**src/rtl/framebuffer_scan_reader_if.sv**
```systemverilog
// Frame-buffer read port plus VGA/DAC pins of the scan reader.
// The master side is the scan reader; the slave side is memory plus display.
`timescale 1ns/1ps
interface framebuffer_scan_reader_if;
  logic [18:0] mem_raddr;
  logic [2:0]  mem_rdata;
  logic        vga_clk;
  logic        vga_hsync;
  logic        vga_vsync;
  logic        vga_blank_n;
  logic [7:0]  vga_r;
  logic [7:0]  vga_g;
  logic [7:0]  vga_b;
  logic        frame_start;

  modport master (
    output mem_raddr, vga_clk, vga_hsync, vga_vsync, vga_blank_n,
           vga_r, vga_g, vga_b, frame_start,
    input  mem_rdata
  );

  modport slave (
    input  mem_raddr, vga_clk, vga_hsync, vga_vsync, vga_blank_n,
           vga_r, vga_g, vga_b, frame_start,
    output mem_rdata
  );
endinterface

```
**src/rtl/framebuffer_scan_reader.sv**
```systemverilog
// Raster scan of the 3-bit index frame buffer: VGA timing, linear read address,
// index-to-RGB palette and a frame_start pulse, all aligned to memory read latency.
`timescale 1ns/1ps
module framebuffer_scan_reader #(
  parameter int H_ACTIVE     = 640,
  parameter int H_FP         = 16,
  parameter int H_SYNC       = 96,
  parameter int H_BP         = 48,
  parameter int V_ACTIVE     = 480,
  parameter int V_FP         = 10,
  parameter int V_SYNC       = 2,
  parameter int V_BP         = 33,
  parameter int READ_LATENCY = 1
) (
  input logic clock,
  input logic reset,
  framebuffer_scan_reader_if.master bus
);
  localparam int H_TOTAL = H_ACTIVE + H_FP + H_SYNC + H_BP;
  localparam int V_TOTAL = V_ACTIVE + V_FP + V_SYNC + V_BP;
  localparam int HW = $clog2(H_TOTAL + 1);
  localparam int VW = $clog2(V_TOTAL + 1);

  localparam logic [HW-1:0] H_LAST = HW'(H_TOTAL - 1);
  localparam logic [HW-1:0] H_ACT  = HW'(H_ACTIVE);
  localparam logic [HW-1:0] HS_ON  = HW'(H_ACTIVE + H_FP);
  localparam logic [HW-1:0] HS_OFF = HW'(H_ACTIVE + H_FP + H_SYNC);
  localparam logic [VW-1:0] V_LAST = VW'(V_TOTAL - 1);
  localparam logic [VW-1:0] V_ACT  = VW'(V_ACTIVE);
  localparam logic [VW-1:0] VS_ON  = VW'(V_ACTIVE + V_FP);
  localparam logic [VW-1:0] VS_OFF = VW'(V_ACTIVE + V_FP + V_SYNC);

  logic [HW-1:0] h_cnt, h_nxt;
  logic [VW-1:0] v_cnt, v_nxt;
  logic [18:0]   addr, addr_nxt;
  logic          h_wrap, f_wrap;
  logic          raw_active, nxt_active, raw_hs, raw_vs;

  logic [READ_LATENCY-1:0] act_pipe, hs_pipe, vs_pipe;

  logic       blank_q, hsync_q, vsync_q, fs_q;
  logic [7:0] r_q, g_q, b_q;
  logic       act_out;
  logic [2:0] idx;

  always_comb begin
    h_wrap   = (h_cnt == H_LAST);
    f_wrap   = h_wrap && (v_cnt == V_LAST);
    h_nxt    = h_wrap ? '0 : h_cnt + HW'(1);
    v_nxt    = v_cnt;
    if (h_wrap) v_nxt = (v_cnt == V_LAST) ? '0 : v_cnt + VW'(1);

    raw_active = (h_cnt < H_ACT) && (v_cnt < V_ACT);
    nxt_active = (h_nxt < H_ACT) && (v_nxt < V_ACT);
    raw_hs     = (h_cnt >= HS_ON) && (h_cnt < HS_OFF);
    raw_vs     = (v_cnt >= VS_ON) && (v_cnt < VS_OFF);

    // Advance only when the next pixel is visible, so the address parks on the
    // last pixel of a line through blanking and never runs past the final pixel.
    addr_nxt = addr;
    if (f_wrap)          addr_nxt = '0;
    else if (nxt_active) addr_nxt = addr + 19'd1;
  end

  always_ff @(posedge clock or posedge reset) begin
    if (reset) begin
      h_cnt <= '0;
      v_cnt <= '0;
      addr  <= '0;
    end else begin
      h_cnt <= h_nxt;
      v_cnt <= v_nxt;
      addr  <= addr_nxt;
    end
  end

  // Sync flags are carried active-high so a cleared pipeline means "no pulse".
  always_ff @(posedge clock or posedge reset) begin
    if (reset) begin
      act_pipe <= '0;
      hs_pipe  <= '0;
      vs_pipe  <= '0;
    end else begin
      act_pipe[0] <= raw_active;
      hs_pipe[0]  <= raw_hs;
      vs_pipe[0]  <= raw_vs;
      for (int i = 1; i < READ_LATENCY; i++) begin
        act_pipe[i] <= act_pipe[i-1];
        hs_pipe[i]  <= hs_pipe[i-1];
        vs_pipe[i]  <= vs_pipe[i-1];
      end
    end
  end

  assign act_out = act_pipe[READ_LATENCY-1];
  assign idx     = bus.mem_rdata;

  always_ff @(posedge clock or posedge reset) begin
    if (reset) begin
      blank_q <= 1'b0;
      hsync_q <= 1'b1;
      vsync_q <= 1'b1;
      r_q     <= '0;
      g_q     <= '0;
      b_q     <= '0;
      fs_q    <= 1'b0;
    end else begin
      blank_q <= act_out;
      hsync_q <= ~hs_pipe[READ_LATENCY-1];
      vsync_q <= ~vs_pipe[READ_LATENCY-1];
      r_q     <= act_out ? {8{idx[2]}} : 8'h00;
      g_q     <= act_out ? {8{idx[1]}} : 8'h00;
      b_q     <= act_out ? {8{idx[0]}} : 8'h00;
      fs_q    <= f_wrap;
    end
  end

  assign bus.mem_raddr   = addr;
  assign bus.vga_clk     = ~clock;
  assign bus.vga_hsync   = hsync_q;
  assign bus.vga_vsync   = vsync_q;
  assign bus.vga_blank_n = blank_q;
  assign bus.vga_r       = r_q;
  assign bus.vga_g       = g_q;
  assign bus.vga_b       = b_q;
  assign bus.frame_start = fs_q;
endmodule

```
**src/flat_wrapper.sv**
```systemverilog
// flat-port wrapper written by rule: the top's interface ports become plain ports
module framebuffer_scan_reader_flat 
#(
  parameter int H_ACTIVE     = 640,
  parameter int H_FP         = 16,
  parameter int H_SYNC       = 96,
  parameter int H_BP         = 48,
  parameter int V_ACTIVE     = 480,
  parameter int V_FP         = 10,
  parameter int V_SYNC       = 2,
  parameter int V_BP         = 33,
  parameter int READ_LATENCY = 1
)
  (clock, reset, bus_mem_raddr, bus_vga_clk, bus_vga_hsync, bus_vga_vsync, bus_vga_blank_n, bus_vga_r, bus_vga_g, bus_vga_b, bus_frame_start, bus_mem_rdata);
  framebuffer_scan_reader_if bus_i ();
  input logic clock;
  input logic reset;
  output wire logic [$bits(bus_i.mem_raddr)-1:0] bus_mem_raddr;
  output wire logic [$bits(bus_i.vga_clk)-1:0] bus_vga_clk;
  output wire logic [$bits(bus_i.vga_hsync)-1:0] bus_vga_hsync;
  output wire logic [$bits(bus_i.vga_vsync)-1:0] bus_vga_vsync;
  output wire logic [$bits(bus_i.vga_blank_n)-1:0] bus_vga_blank_n;
  output wire logic [$bits(bus_i.vga_r)-1:0] bus_vga_r;
  output wire logic [$bits(bus_i.vga_g)-1:0] bus_vga_g;
  output wire logic [$bits(bus_i.vga_b)-1:0] bus_vga_b;
  output wire logic [$bits(bus_i.frame_start)-1:0] bus_frame_start;
  input wire logic [$bits(bus_i.mem_rdata)-1:0] bus_mem_rdata;
  assign bus_mem_raddr = bus_i.mem_raddr;
  assign bus_vga_clk = bus_i.vga_clk;
  assign bus_vga_hsync = bus_i.vga_hsync;
  assign bus_vga_vsync = bus_i.vga_vsync;
  assign bus_vga_blank_n = bus_i.vga_blank_n;
  assign bus_vga_r = bus_i.vga_r;
  assign bus_vga_g = bus_i.vga_g;
  assign bus_vga_b = bus_i.vga_b;
  assign bus_frame_start = bus_i.frame_start;
  assign bus_i.mem_rdata = bus_mem_rdata;
  framebuffer_scan_reader #(.H_ACTIVE(H_ACTIVE), .H_FP(H_FP), .H_SYNC(H_SYNC), .H_BP(H_BP), .V_ACTIVE(V_ACTIVE), .V_FP(V_FP), .V_SYNC(V_SYNC), .V_BP(V_BP), .READ_LATENCY(READ_LATENCY)) u_core (.clock(clock), .reset(reset), .bus(bus_i));
endmodule
```
**config.mk**
```make
export PLATFORM = sky130hd
export DESIGN_NAME = framebuffer_scan_reader_flat
export DESIGN_NICKNAME = d
export VERILOG_FILES = /design/src/rtl/framebuffer_scan_reader_if.sv /design/src/rtl/framebuffer_scan_reader.sv /design/src/flat_wrapper.sv
export SDC_FILE = /design/constraint.sdc
export NUM_CORES = 1
export LEC_CHECK = 0
export ABC_AREA = 1
export CORE_ASPECT_RATIO = 1.75
export CORE_MARGIN = 2
export CORE_UTILIZATION = 53
export DETAILED_ROUTE_END_ITERATION = 7
export PLACE_DENSITY = 0.82
export SLEW_MARGIN = 5
export SYNTH_ARGS = -nofsm -noshare
export SYNTH_HDL_FRONTEND = slang
export SYNTH_SLANG_ARGS = --single-unit
```
**constraint.sdc**
```tcl
create_clock -name clock -period 2.35 [get_ports clock]
set_clock_uncertainty 0.05 [all_clocks]
set_input_delay 0.47 -clock clock [delete_from_list [all_inputs] [get_ports clock]]
set_output_delay 0.47 -clock clock [all_outputs]
set_load 0.01 [all_outputs]
```
* Yosys cells after proc, flatten, opt, wreduce, memory -nomap -nowiden
Cells that the tools add are included.
** Storage, ports and cells
- Output and inout bits :: 48
- Logic and storage cells :: 43
- Input port bits :: 5
- Flip-flop bits (word level) :: 70
** Operators by class
- $lt $le $gt $ge :: 8
- Reduce and logical (&&, ||, !) cells :: 6
- Bitwise operators :: 3
- Equal/unequal tests :: 2
- Muxes and demuxes :: 8
- $add $sub $neg :: 3
** Operator list (count)
- $mux W19 :: 2
- $lt A10 B10 Y1 const B :: 3
- $lt A10 B9 Y1 const B :: 3
- $mux W10 :: 3
- $mux W8 :: 3
- $add A10 B1 Y10 const B :: 2
- $eq A10 B10 Y1 const B :: 2
- $add A19 B1 Y19 const B :: 1
- $ge A10 B10 Y1 const B :: 1
- $ge A10 B9 Y1 const B :: 1
- $logic_and A1 B1 Y1 :: 5
- $not A1 Y1 :: 3
- $reduce_bool A2 Y1 :: 1

* Depth between registers and ports, before layout
Gate-level depths: netlist (run 1).
- Depth in word-level cells :: 7
- Gate-level depth with buffers :: 14
- Gate-level depth less buffers :: 13

==> results of run 1 <==
[routing by layer]
layer | part of all wire (%) | vias up | GRT usage, %
met5 | 0 | - | 0
met4 | 2.7 | 0 | 9.27
met3 | 3.1 | 16 | 2.85
met2 | 57 | 75 | 43.2
met1 | 37 | 1242 | 24.7
li1 | - | 1327 | -
[worst max-delay path, delay by kind of cell]
kind,cells,cell delay (ns)
buffers and inverters,4,0.59
[layout make-up]
class,count,area share (%)
multi-input cells,279,38.7
flip-flops and latches,49,34.3
repair buffers,57,15.8
inverters,53,5.62
clock buffers,9,2.76
well taps,76,2.65
clock inverters,1,0.105
[cell usage in the layout, fill, tap and decap left out, types with 8 or more instances in the layout]
cell             synthesis  layout
clkdlybuf4s50_1          0      51
dfrtp_1                 47      46
nand3_1                 29      29
nand2_1                120     120
inv_1                   52      51
nand3_2                 12      12
nor3_1                  10      10
nor2_1                  46      46
a21oi_1                 14      14
o21ai_0                  8       8
[power by group]
group | switching, W | leakage (nW) | internal [W]
combinational | 0.0000372 | 0.997 | 0.0000447
sequential | 0.00000477 | 0.631 | 0.000845
clock | 0.000287 | 0.0561 | 0.000259
[through the flow]
step	power, W	worst slack (ns)	hold WS (ns)	TNS, ns	utilization [%]
floorplan	0.000934	0.422	0.287	0	-
global placement	0.000998	0.114	0.294	0	62.3
detailed placement	0.00100	0.0273	0.302	0	62.3
CTS	0.00150	0.000858	0.316	0	63.9
global route	0.00154	-0.00362	0.325	-0.00362	64.2
finish	0.00148	0.0589	0.312	0	64.2
[registers in the layout, summed over array words and instances (netlist names)]
name and cells:
u_core.act_out 1, u_core.bus.vga_hsync 1, u_core.bus.vga_r 1, u_core.bus.vga_blank_n 1
u_core.v_cnt 10, u_core.hs_pipe 1, u_core.bus.mem_raddr 19, u_core.h_cnt 10
u_core.bus.vga_vsync 1, u_core.bus.vga_b 1, u_core.vs_pipe 1, u_core.bus.vga_g 1
u_core.bus.frame_start 1
[path summary, 6_finish.rpt]
check / from / end / slack (ns) / cells after the start
worst max-delay path: clock / bus_vga_clk / 0.06 / 4
worst min-delay path: u_core.hs_pipe$_DFF_PP0_ / u_core.bus.vga_hsync$_DFF_PP1_ / 0.31 / 1
worst max register to register: u_core.h_cnt[0]$_DFF_PP0_ / u_core.bus.mem_raddr[18]$_DFFE_PP0P_ / 0.21 / 13
worst min register to register: u_core.hs_pipe$_DFF_PP0_ / u_core.bus.vga_hsync$_DFF_PP1_ / 0.31 / 1
max in group asynchronous: reset / u_core.bus.vga_hsync$_DFF_PP1_ / 1.50 / 3
min in group asynchronous: reset / u_core.bus.mem_raddr[14]$_DFFE_PP0P_ / 0.47 / 3
[cells by family after synthesis]
group	Yosys count
xor gates and xnor gates	10
buffers and inverters	83
adders and majority gates	5
and+or+nand+nor	237
DFF	49
AOI/OAI and AO/OA	27
==> summary.md, run 1 <==
| Metric | Value |
|---|---|
| DR vias/cell | 5.08 |
| Num CTS Buffers | 5 |
| Primary FF master, synth | dfrtp_1 |
| Row count | 36 |
| Die Wd | 61.5 um |
| Syn Area/Cell | 7.45 um2 |
| Total grt overflow | 0 |
| Synth top area share | 38.4% |
| Maximum vdd drop | 0.000330 V |
| IO Count | 53 |
| Post-Syn Nets | 421 |
| Final count of pins violating max slew | 0 |
| Crit path cell chain | clkbuf_8 > clkbuf_8 > inv_1 > dlygate4sd2_1 |
| Reg clk slew, reported paths | 0.08 ns |
| Clock Latency Late Sink | 0.30 ns |
| Top cells by count, synth | nand2_1, inv_1, dfrtp_1 |
| Synth area leader | dfrtp_1 |
| Share of cells above drive strength 1 | 10.3% |
| Worst-Margin Slew | 0.563 ns |
| Worst EP required | 1.83 ns |
| Die height | 105 um |
| Dominant cells by area after synthesis | dfrtp_1, nand2_1, inv_1 |
| CTS H-tree lvls | 2 |
| Xor-xnor portion of the synthesized cell area | 2.86% |
| DR vias | 2660 |
| CP endpoint kind | primary output |
| Synth Area in Simple Gates | 35.0% |
| Routed WL | 6850 um |
| Core area | 0.00559 mm2 |
| Count leader, synth | nand2_1 |
| Final GP Congestion | 0.907 |
| Synth Area in Compound Gates | 4.98% |
| Placed cell areas | 0.00348 mm2 |
| Largest family of logic cells by synthesized area | simple AND/OR/NAND/NOR gates |
| Post-synth cell types | 30 |
| Layout fillers | 508 |
| Cell Area, Synth | 0.00306 mm2 |
| Resized cells post-CTS | 1 |
| Ys async rst share | 100% |
| Fin cells | 524 |
| Root buf cell | clkbuf_8 |
| Initial DRC Count | 130 |
| CTS tree | yes |
| Max-slew headroom | 62.2% |
| Synth Area in Adders | 2.04% |
| Post-CTS Setup Inserts | 0 |
| Number of global-route vias before repair | 2602 |
| Yosys warns | 0 |
| Multiplexer share of the synthesized area | 0% |
| CP startpoint kind | clock port |
| Post-DP HPWL | 5300 um |
| CP most frequent cell | clkbuf_8 |
| Synth Register Bits | 49 |
| DRC viols | 0 |
| Crit path DAT | 1.77 ns |
| Post-synth EDFFs | 0 |
| Fin. Hold Viols | 0 |
| Outcome | finished, final reports clean |
| Net count reported at finish | 457 |
| Sequential area share after synthesis | 40.1% |
| Max_cap viols | 0 |
| Diode count | 0 |
| HP Class | flip-flop to flip-flop |
| Multi-input gate area | 0.00139 mm2 |
| Routed len/inst | 13.1 um |
| Die ar. | 0.00643 mm2 |
| Routed Antenna Nets | 0 |
| CTS max path bufs | 2 |
| FF/Latch Area | 0.00123 mm2 |
| Largest net degree at the start of global routing | 50 |
| # port buffers | 52 |
| Initial Util | 54.8% |
| Hold buffer count at cts | 0 |
| Cell area after layout | 0.00359 mm2 |
| CP peak stage delay | 0.25 ns |
| Cells after DPL | 516 |
| Leak | 1.68 nW |
| First-pass GRT wire length | 11400 um |
| PD cells | 412 mW/mm2 |
| Initial antenna violation count | 0 |
| Cells after synthesis | 411 |
| Pre-antenna DRT Iters | 4 |
| Critical-path maximum fanout | 13 |
| Slowest cell on crit path | dlygate4sd2_1 |
| Kind of critical path | clock port to primary output |
| GRT Total Usage | 23.2% |
| Syn-to-layout area delta | 17.1% |
| Final setup viols | 0 |
(Power assumes the default switching activity.)
==> run 2: changes to the inputs <==
Settings changed: ABC_AREA 1 to unset, CORE_UTILIZATION 53 to 52.
==> summary.md, run 2 <==
| Metric | Value |
|---|---|
| Most common cell after layout, fill and taps aside | clkdlybuf4s50_1 (was nand2_1) |
| Worst r2r path cells | 11 (was 13) |
| Post-synth EDFFs | 0 (unchanged) |
| Sequential area share after synthesis | 45.1% (was 40.1%) |
| Net count reported at finish | 344 (was 457) |
| DR vias/cell | 5.92 (was 5.08) |
| Post-Syn Nets | 276 (was 421) |
| Outcome | complete, but fails checks (was finished, final reports clean) |
| Final worst path period share | 105% |
| Ys async rst share | 100% (unchanged) |
| Number of global-route vias before repair | 2214 (was 2602) |
| PD cells | 424 mW/mm2 (was 412 mW/mm2) |
| DR vias | 2304 (was 2660) |
| Crit path time final | 2.47 ns |
| Primary FF master, synth | dfrtp_1 (unchanged) |
| Final GP Congestion | 0.833 (was 0.907) |
| Yosys warns | 0 (unchanged) |
| Count leader, synth | dfrtp_1 (was nand2_1) |
| Crit path DAT | 2.63 ns (was 1.77 ns) |
| Initial DRC Count | 129 (was 130) |
| Max reg flops | 19 (unchanged) |
| HP Start | u_core.hs_pipe$_DFF_PP0_ (unchanged) |
| Reg2reg setup slack | -0.12 ns (was 0.21 ns) |
| Routed len/inst | 17.9 um (was 13.1 um) |
| Total grt overflow | 0 (unchanged) |
| Post-synth cell types | 47 (was 30) |
| Dominant cells by area after synthesis | dfrtp_1, buf_4, or3_2 (was dfrtp_1, nand2_1, inv_1) |
| Failing checks | design-rule violations, negative setup slack |
| Wl on met1 | 2470 um (was 2510 um) |
| Total Power Consumption | 0.00158 W (was 0.00148 W) |
| Root buf cell | clkbuf_8 (unchanged) |
| Syn-to-layout area delta | 36.4% (was 17.1%) |
| Fmax | 405 MHz |
| FF/Latch Area | 0.00123 mm2 (about the same) |
| Synth area leader | dfrtp_1 (unchanged) |
| Most frequent cells in the layout | clkdlybuf4s50_1, dfrtp_1, buf_4 (was nand2_1, inv_1, clkdlybuf4s50_1) |
| IO Count | 53 (unchanged) |
| Die height | 99.8 um (was 105 um) |
| Synth top area share | 43.2% (was 38.4%) |
| Worst R2R Start | u_core.h_cnt[1]$_DFF_PP0_ (was u_core.h_cnt[0]$_DFF_PP0_) |
| Syn Area/Cell | 10.2 um2 (was 7.45 um2) |
| Pre-antenna DRT Iters | 8 (was 4) |
| Routed Antenna Nets | 0 (unchanged) |
| Post-DP HPWL | 4380 um (was 5300 um) |
| Hold_ws | 0.305 ns (was 0.312 ns) |
| Hold Path Depth | 1 (unchanged) |
| Maximum vdd drop | 0.000401 V (was 0.000330 V) |
| Reg clk slew, reported paths | 0.09 ns (was 0.08 ns) |
| Max-slew headroom | 67.6% (was 62.2%) |
| Worst-Margin Slew | 0.485 ns (was 0.563 ns) |
| CTS max path bufs | 2 (unchanged) |
| Cell Area, Synth | 0.00273 mm2 (was 0.00306 mm2) |
| First-pass GRT wire length | 10000 um (was 11400 um) |
| Met2 routed WL | 4110 um (was 3940 um) |
| WHS Endpoint | u_core.bus.vga_hsync$_DFF_PP1_ (unchanged) |
| Synth Register Bits | 49 (unchanged) |
| Final count of pins violating max slew | 0 (unchanged) |
| Initial antenna violation count | 0 (unchanged) |
| Critical-path maximum fanout | 5 (was 13) |
| Routed wl met3 | 241 um (was 214 um) |
| RSZ-0062 raised after global routing | yes |
| Leak | 1.60 nW (was 1.68 nW) |
| Max_cap viols | 0 (unchanged) |
| CP endpoint kind | flip-flop (was primary output) |
| Row count | 34 (was 36) |
| Multi-input gate area | 0.00139 mm2 (about the same) |
| Die ar. | 0.00586 mm2 (was 0.00643 mm2) |
| # port buffers | 52 (unchanged) |
| Share of cells above drive strength 1 | 31.9% (was 10.3%) |
| CP startpoint kind | flip-flop (was clock port) |
| Worst EP required | 2.51 ns (was 1.83 ns) |
| Largest net degree at the start of global routing | 50 (unchanged) |
| Routed WL | 6970 um (was 6850 um) |
| CTS tree | yes (unchanged) |
| Num CTS Buffers | 5 (unchanged) |
| GRT Total Usage | 22.1% (was 23.2%) |
| Max Used Layer | met4 (unchanged) |
| Initial Util | 54.3% (was 54.8%) |
| Cell area after layout | 0.00372 mm2 (was 0.00359 mm2) |
| Final WS setup | -0.121 ns (was 0.0589 ns) |
| Placed cell areas | 0.00331 mm2 (was 0.00348 mm2) |
| R2R Path End | u_core.bus.mem_raddr[13]$_DFFE_PP0P_ (was u_core.bus.mem_raddr[18]$_DFFE_PP0P_) |
| Final setup viols | 16 (was 0) |
| Layout fillers | 322 (was 508) |
| Clock Latency Late Sink | 0.31 ns (was 0.30 ns) |
| Diode count | 0 (unchanged) |
| Kind of critical path | flip-flop to flip-flop (was clock port to primary output) |
| HP Class | flip-flop to flip-flop (unchanged) |
| Fin. Hold Viols | 0 (unchanged) |
| Cells after synthesis | 266 (was 411) |
| Top cells by count, synth | dfrtp_1, buf_4, nand2_1 (was nand2_1, inv_1, dfrtp_1) |
| Die Wd | 58.7 um (was 61.5 um) |
| DRC viols | 4 (was 0) |
| Core area | 0.00502 mm2 (was 0.00559 mm2) |
| CTS H-tree lvls | 2 (unchanged) |
==> run 2: cell type report <==
| class | count | area share [%] |
|---|---|---|
| clock buffer | 8 | 2.32 |
| clock inverter | 2 | 0.909 |
| inverter | 12 | 1.31 |
| multi-input combinational | 173 | 37.5 |
| sequential | 49 | 33.1 |
| tap | 54 | 1.82 |
| timing repair buffer | 91 | 23.1 |
==> run 2: worst max-delay path by stage <==
| stage | startpoint | end | slack (ns) | depth (start not counted) |
|---|---|---|---|---|
| 2_1_floorplan | u_core.h_cnt[0]$_DFF_PP0_ | u_core.bus.mem_raddr[16]$_DFFE_PP0P_ | 0.02 | 9 |
| 3_3_place_gp | u_core.h_cnt[0]$_DFF_PP0_ | u_core.bus.mem_raddr[15]$_DFFE_PP0P_ | -0.05 | 8 |
| 3_5_place_dp | u_core.h_cnt[0]$_DFF_PP0_ | u_core.bus.mem_raddr[4]$_DFFE_PP0P_ | -0.15 | 9 |
| 4_1_cts | u_core.h_cnt[0]$_DFF_PP0_ | u_core.bus.mem_raddr[4]$_DFFE_PP0P_ | -0.09 | 10 |
| 5_1_grt | u_core.h_cnt[1]$_DFF_PP0_ | u_core.bus.mem_raddr[13]$_DFFE_PP0P_ | -0.22 | 11 |
| 6_report | u_core.h_cnt[1]$_DFF_PP0_ | u_core.bus.mem_raddr[13]$_DFFE_PP0P_ | -0.12 | 11 |
==> run 2: critical path: stages, from the launching register on <==
cell	delay [ns]
dfrtp_1	0.42
ha_4	0.17
nand3_4	0.10
buf_6	0.15
nor4_4	0.30
xnor2_1	0.14
or3_4	0.46
nand3_4	0.15
buf_12	0.13
buf_6	0.09
nor3_2	0.03
o21a_1	0.18
==> run 2: routing by layer <==
layer,vias to the layer above,track usage (%)
li1,1060,-
met1,1171,23.2
met2,62,42.1
met3,11,4.29
met4,0,6.64
met5,-,0
==> run 2: what timing repair did <==
item	in CTS	in global routing
gates cloned	1	1
hold buffers	0	0
buffers inserted	0	8
endpoints found under the setup margin	17	19
pin swaps	0	25
gates resized for setup	3	50
==> run 2: power by group <==
part	switching (W)	total, W	internal [W]
Sequential	0.00000497	0.000850	0.000845
Combinational	0.0000371	0.0000822	0.0000450
Clock	0.000302	0.000643	0.000342
==> run 2: stage by stage <==
stage	cells	setup TNS [ns]	utilization (%)	setup WS, ns
floorplan	266	0	-	0.0154
global placement	371	-0.194	65.9	-0.0457
detailed placement	371	-0.950	65.9	-0.148
CTS	380	-0.350	68.5	-0.0908
global route	389	-2.91	74.0	-0.223
finish	389	-0.831	74.0	-0.121
==> run 2: logic make-up (layout without fill, tap and decap cells) <==
logic type | after synthesis | after routing | synth area share (%)
xor+xnor | 13 | 13 | 4.45
fa+ha+maj | 5 | 5 | 2.30
flops | 49 | 49 | 45.1
buf+inv | 46 | 113 | 11.8
simple gates | 102 | 104 | 23.9
compound gates | 51 | 51 | 12.4
